File: config.mk
export PLATFORM = sky130hd
export DESIGN_NAME = fetch_unit
export DESIGN_NICKNAME = d
export VERILOG_FILES = /design/src/rtl/fetch_unit.sv
export SDC_FILE = /design/constraint.sdc
export NUM_CORES = 1
export LEC_CHECK = 0
export CAP_MARGIN = 25
export CORE_MARGIN = 4
export CORE_UTILIZATION = 35
export DETAILED_ROUTE_END_ITERATION = 6
export DONT_BUFFER_PORTS = 1
export SYNTH_ARGS = -nofsm -noshare
export SYNTH_HDL_FRONTEND = slang
export SYNTH_SLANG_ARGS = --single-unit
File: constraint.sdc
create_clock -name clk -period 2.37 [get_ports clk]
set_input_delay 0.3555 -clock clk [delete_from_list [all_inputs] [get_ports clk]]
set_output_delay 0.3555 -clock clk [all_outputs]
set_load 0.05 [all_outputs]
File: src/rtl/fetch_unit.sv
// fetch_unit: instruction-fetch stage of the 5-stage RISC-V core.
// Owns the PC, runs the req/ready handshake to instruction memory and writes
// the IF/ID pipeline register. A one-entry hold buffer keeps an instruction
// accepted during an IF/ID stall, and a DISCARD state drains a request that
// was outstanding when an EX-stage redirect arrived.
//
// Ports:
//   clk, rst_n          clock, asynchronous active-low reset
//   pc_write_en         0 = do not issue a new fetch request
//   if_id_write_en      0 = hold IF/ID contents
//   branch_taken        EX-stage redirect, flushes IF/ID
//   branch_target       redirect address (bits [1:0] ignored)
//   imem_req/imem_addr  fetch request and its address (always the PC)
//   imem_rdata          instruction returned in the accept cycle
//   imem_ready          memory accepts and returns data this cycle
//   if_id_pc/instr/valid IF/ID pipeline register
module fetch_unit #(
    parameter logic [31:0] RESET_PC = 32'h0000_0000,
    parameter logic [31:0] NOP      = 32'h0000_0013
) (
    input  logic        clk,
    input  logic        rst_n,
    input  logic        pc_write_en,
    input  logic        if_id_write_en,
    input  logic        branch_taken,
    input  logic [31:0] branch_target,
    output logic        imem_req,
    output logic [31:0] imem_addr,
    input  logic [31:0] imem_rdata,
    input  logic        imem_ready,
    output logic [31:0] if_id_pc,
    output logic [31:0] if_id_instr,
    output logic        if_id_valid
);

    localparam int unsigned XLEN = 32;

    typedef enum logic [1:0] {
        S_IDLE    = 2'd0,
        S_FETCH   = 2'd1,
        S_HOLD    = 2'd2,
        S_DISCARD = 2'd3
    } state_e;

    state_e            state_q, state_d;
    logic [XLEN-1:0]   pc_q, pc_d;
    logic [XLEN-1:0]   redirect_pc_q, redirect_pc_d;
    logic [XLEN-1:0]   buf_instr_q, buf_instr_d;
    logic [XLEN-1:0]   buf_pc_q, buf_pc_d;
    logic              buf_valid_q, buf_valid_d;
    logic              pending_q, pending_d;
    logic [XLEN-1:0]   if_id_pc_q, if_id_pc_d;
    logic [XLEN-1:0]   if_id_instr_q, if_id_instr_d;
    logic              if_id_valid_q, if_id_valid_d;

    logic              imem_req_c;
    logic              accept_c;
    logic [XLEN-1:0]   target_c;
    logic              unused_target_bits;

    // Redirect targets are word aligned; the low bits are dropped.
    assign target_c           = {branch_target[XLEN-1:2], 2'b00};
    assign unused_target_bits = ^branch_target[1:0];

    // Request: a stall only blocks new requests, never an outstanding one.
    always_comb begin
        imem_req_c = 1'b0;
        case (state_q)
            S_FETCH:   imem_req_c = pc_write_en | pending_q;
            S_DISCARD: imem_req_c = 1'b1;
            default:   imem_req_c = 1'b0;
        endcase
    end

    assign accept_c = imem_req_c & imem_ready;

    // Next-state, PC, hold buffer and IF/ID update.
    always_comb begin
        state_d       = state_q;
        pc_d          = pc_q;
        redirect_pc_d = redirect_pc_q;
        buf_instr_d   = buf_instr_q;
        buf_pc_d      = buf_pc_q;
        buf_valid_d   = buf_valid_q;
        pending_d     = pending_q;
        if_id_pc_d    = if_id_pc_q;
        if_id_instr_d = if_id_instr_q;
        if_id_valid_d = if_id_valid_q;

        case (state_q)
            S_IDLE: begin
                // Redirects are ignored until the first fetch is launched.
                state_d = S_FETCH;
                if (if_id_write_en) begin
                    if_id_instr_d = NOP;
                    if_id_valid_d = 1'b0;
                end
            end

            S_FETCH: begin
                if (branch_taken) begin
                    if_id_instr_d = NOP;
                    if_id_valid_d = 1'b0;
                    buf_valid_d   = 1'b0;
                    pending_d     = 1'b0;
                    // An unaccepted request must complete at its old address
                    // before the PC may move to the target.
                    if (imem_req_c && !imem_ready) begin
                        redirect_pc_d = target_c;
                        state_d       = S_DISCARD;
                    end else begin
                        pc_d = target_c;
                    end
                end else if (accept_c) begin
                    pc_d      = pc_q + XLEN'(4);
                    pending_d = 1'b0;
                    if (if_id_write_en) begin
                        if_id_pc_d    = pc_q;
                        if_id_instr_d = imem_rdata;
                        if_id_valid_d = 1'b1;
                    end else begin
                        buf_pc_d    = pc_q;
                        buf_instr_d = imem_rdata;
                        buf_valid_d = 1'b1;
                        state_d     = S_HOLD;
                    end
                end else begin
                    pending_d = imem_req_c;
                    if (if_id_write_en) begin
                        if_id_instr_d = NOP;
                        if_id_valid_d = 1'b0;
                    end
                end
            end

            S_HOLD: begin
                if (branch_taken) begin
                    // No request is outstanding here, so redirect at once.
                    if_id_instr_d = NOP;
                    if_id_valid_d = 1'b0;
                    buf_valid_d   = 1'b0;
                    pc_d          = target_c;
                    state_d       = S_FETCH;
                end else if (if_id_write_en) begin
                    if_id_pc_d    = buf_pc_q;
                    if_id_instr_d = buf_instr_q;
                    if_id_valid_d = 1'b1;
                    buf_valid_d   = 1'b0;
                    state_d       = S_FETCH;
                end
            end

            S_DISCARD: begin
                if (branch_taken) begin
                    // A newer redirect replaces the pending one.
                    if_id_instr_d = NOP;
                    if_id_valid_d = 1'b0;
                    buf_valid_d   = 1'b0;
                    if (accept_c) begin
                        pc_d    = target_c;
                        state_d = S_FETCH;
                    end else begin
                        redirect_pc_d = target_c;
                    end
                end else begin
                    if (accept_c) begin
                        pc_d    = redirect_pc_q;
                        state_d = S_FETCH;
                    end
                    if (if_id_write_en) begin
                        if_id_instr_d = NOP;
                        if_id_valid_d = 1'b0;
                    end
                end
            end

            default: begin
                state_d = S_IDLE;
            end
        endcase
    end

    // State registers.
    always_ff @(posedge clk or negedge rst_n) begin
        if (!rst_n) begin
            state_q       <= S_IDLE;
            pc_q          <= RESET_PC;
            redirect_pc_q <= '0;
            buf_instr_q   <= '0;
            buf_pc_q      <= '0;
            buf_valid_q   <= 1'b0;
            pending_q     <= 1'b0;
            if_id_pc_q    <= '0;
            if_id_instr_q <= NOP;
            if_id_valid_q <= 1'b0;
        end else begin
            state_q       <= state_d;
            pc_q          <= pc_d;
            redirect_pc_q <= redirect_pc_d;
            buf_instr_q   <= buf_instr_d;
            buf_pc_q      <= buf_pc_d;
            buf_valid_q   <= buf_valid_d;
            pending_q     <= pending_d;
            if_id_pc_q    <= if_id_pc_d;
            if_id_instr_q <= if_id_instr_d;
            if_id_valid_q <= if_id_valid_d;
        end
    end

    assign imem_req    = imem_req_c;
    assign imem_addr   = pc_q;
    assign if_id_pc    = if_id_pc_q;
    assign if_id_instr = if_id_instr_q;
    assign if_id_valid = if_id_valid_q;

endmodule

==> run metrics <==
stages on the worst setup path=5; main flop type after synthesis=dfrtp_1; final WL=around 25 mm; worst path required time=2.01 ns; Max VDD drop=between 0.0006 and 0.0007 V; Hold Vio Cnt, Final=188; dpl cells=1196; post-synthesis simple-gate area fraction=9.61%; crit end category=primary output; XOR/XNOR Fraction of Synth Area=less than 1%; met1 wire length=11.0 mm; slowest stage cell, crit path=dfrtp_2; Ys Warns=0; Fin Hold WS=-0.371 ns; async set-reset flop share out of synthesis=100%; Pwr Total=12200 uW; CP max FO=34; boundary pin count=168; failing checks=hold timing; DR DRC count=0; DR vias=6852; share of cells above drive strength 1=23.9%; Initial Utilization=roughly 36%; CP cell instances=buf_12 > inv_1 > buf_4 > nor2_1 > buf_4; Slew headroom=55.8%; CP max stage delay=0.47 ns; ANT cells=0; grt ovf=0; Post-synth EDFFs=0; met2 wire length=11.3 mm; Final GP Congestion=between 0.8 and 0.9; Die Ht=between 150 and 200 um; most frequent CP cell=buf_4; final setup skew=0.0143 ns; setup_tns=0 ns; P&R area growth vs syn=14.1%; largest net degree at the start of global routing=189; 1st-pass router iterations=5; hold crit path type=in -> async; Reg clk slew, reported paths=0.08 ns; Die Span X=around 170 um; Synth Instances=just under 900; Post-DRT Antenna Nets=0; CTS Buffer Depth=2; Worst-Margin Slew=between 0.6 and 0.7 ns; initial drt markers=443; routed wl met3=1.94 mm; Top Family by Delay on Critical Path=buffers and inverters; Synth Area in Compound Gates=18.4%; largest family of logic cells by synthesized area=compound AO/OA/AOI/OAI gates; Hold Buf Count CTS=2; total track usage=between 10% and 20%; RSZ-0062 raised after global routing=false; htree depth=4; PwrDens=between 1000 and 1500 nW/um^2; signal arrival time at the worst endpoint=1.84 ns; row cnt=59; routed vias/inst=5.57; # clock sinks=188; Routed wire per std cell=approximately 20 um; final setup vio count=0; core area=26100 um^2; worst reg-to-reg path cell count=7; vias in the first global route=6496; first-pass GRT wire length=38.2 mm; crit path buf inv count=4; Adder-Cell Fraction of Synth Area=0.135%; Post-Layout Cell Count=~1200; initial antenna violation count=0; Max Cap Viol=0; Root Driver=clkbuf_16; post-synthesis cell area=9260 um^2; status=finished, violations left; TritonCTS buffer count=17; post-synthesis mux area share=16.7%; #FFs+latches synth=188; PortBufs=0; DIE AREA=29100 um^2; final worst-path cycle share=92.6%; hpwl dp=17.1 mm; Startpoint Class=register; Leak=0.00426 uW; post-synthesis sequential area ratio=between 50% and 60%; Syn Area/Cell=roughly 11 um^2; highest metal used=met4; latest clock arrival within the worst-skew pair=0.44 ns; Netlist cell types=64; Final nets=953; max-slew violations=0; TritonCTS clock tree=done; Final min period=2.20 ns; WS Path Type=reg -> out; Fmax achieved=0.456 GHz
[kinds of logic (layout without fill, tap and decap cells)]
group,after synthesis,after routing
AOI/OAI and AO/OA,264,264
and+or+nand+nor,193,193
DFF,188,188
muxes,141,141
buffers and inverters,82,101
xor gates and xnor gates,3,3
adders and majority gates,1,1
other,1,4
[timing repair]
action,in CTS,in global routing
hold endpoints to repair,190,188
setup buffers,0,0
resized for setup,0,0
[path summary, 6_finish.rpt]
path                               from                 to  slack [ns]
hold reg to reg             buf_pc_q[4]        buf_pc_q[4]        0.49
setup reg to reg           imem_addr[3]      imem_addr[27]        0.21
hold / removal                    rst_n  redirect_pc_q[17]       -0.37
min in group clk           branch_taken        if_id_valid        0.02
max in group asynchronous         rst_n     if_id_instr[1]        2.39
setup / recovery             state_q[0]           imem_req        0.17
[stage by stage]
stage	instance area (um^2)	setup slack (ns)	hold WS [ns]	util, %
after floorplan	9270	0.101	0.0599	-
after global placement	9900	0.308	0.0686	38.0
after detailed placement	9900	0.268	0.0702	38.0
after CTS	10600	0.135	-0.411	40.5
after global routing	10600	0.0818	-0.400	40.5
final	10600	0.175	-0.371	40.5
[cells in the mapped netlist (all sizes together) (3+ instances only)]
library cell / number / area [um^2]
nand2: 98 / 368
and3: 3 / 18.8
nand2b: 4 / 25.0
dfrtp: 185 / 4630
a22oi: 29 / 218
nor4: 5 / 37.5
a31oi: 6 / 37.5
a311oi: 3 / 26.3
nand3: 10 / 55.1
dfstp: 3 / 78.8
nand4: 8 / 50.1
o22ai: 24 / 150
nor3: 10 / 65.1
o31ai: 4 / 30.0
o221ai: 4 / 35.0
clkbuf: 33 / 124
a22o: 8 / 70.1
nor2: 38 / 143
a221oi: 8 / 76.3
nor2b: 4 / 25.0
buf: 41 / 213
o21a: 4 / 30.0
inv: 8 / 30.0
a2bb2oi: 14 / 123
a211oi: 5 / 42.5
mux2: 107 / 1200
o211ai: 4 / 30.0
mux2i: 34 / 340
o21ai: 83 / 415
a21oi: 51 / 255
[power breakdown]
group	internal (uW)	leakage, uW	switching, uW
registers	4240	0.00229	1690
clock network	1550	0.000307	1500
logic	1290	0.00167	1930
[cell type report]
| cell class | instances | area [um^2] |
|---|---|---|
| tap | 335 | 419 |
| multi-input combinational | 606 | 4230 |
| timing repair buffer | 61 | 538 |
| sequential | 188 | 4710 |
| inverter | 8 | 30.0 |
| clock inverter | 15 | 215 |
| fill | 2490 | 15500 |
| clock buffer | 17 | 425 |
[layer usage]
layer | vias up | GRT usage (%)
met5 | - | 0
met4 | 0 | 5.97
met3 | 31 | 5.61
met2 | 201 | 25.0
met1 | 3394 | 22.9
li1 | 3226 | -
[sequential cells by signal, indices dropped and copies added (netlist names)]
name,count
buf_instr_q,32
if_id_instr,32
buf_pc_q,30
if_id_pc,30
imem_addr,30
redirect_pc_q,30
state_q,2
if_id_valid,1
pending_q,1
[cells in the final DEF (no fill, tap or decap), drive strengths merged, types with 17 or more instances in the layout]
master  Yosys  layout
buf        41      59
nor2       38      38
o21ai      83      83
o22ai      24      24
mux2i      34      34
a22oi      29      29
a21oi      51      51
dfrtp     185     185
mux2      107     107
clkbuf     33      17
nand2      98      98
Power figures use the tool's default switching activity.
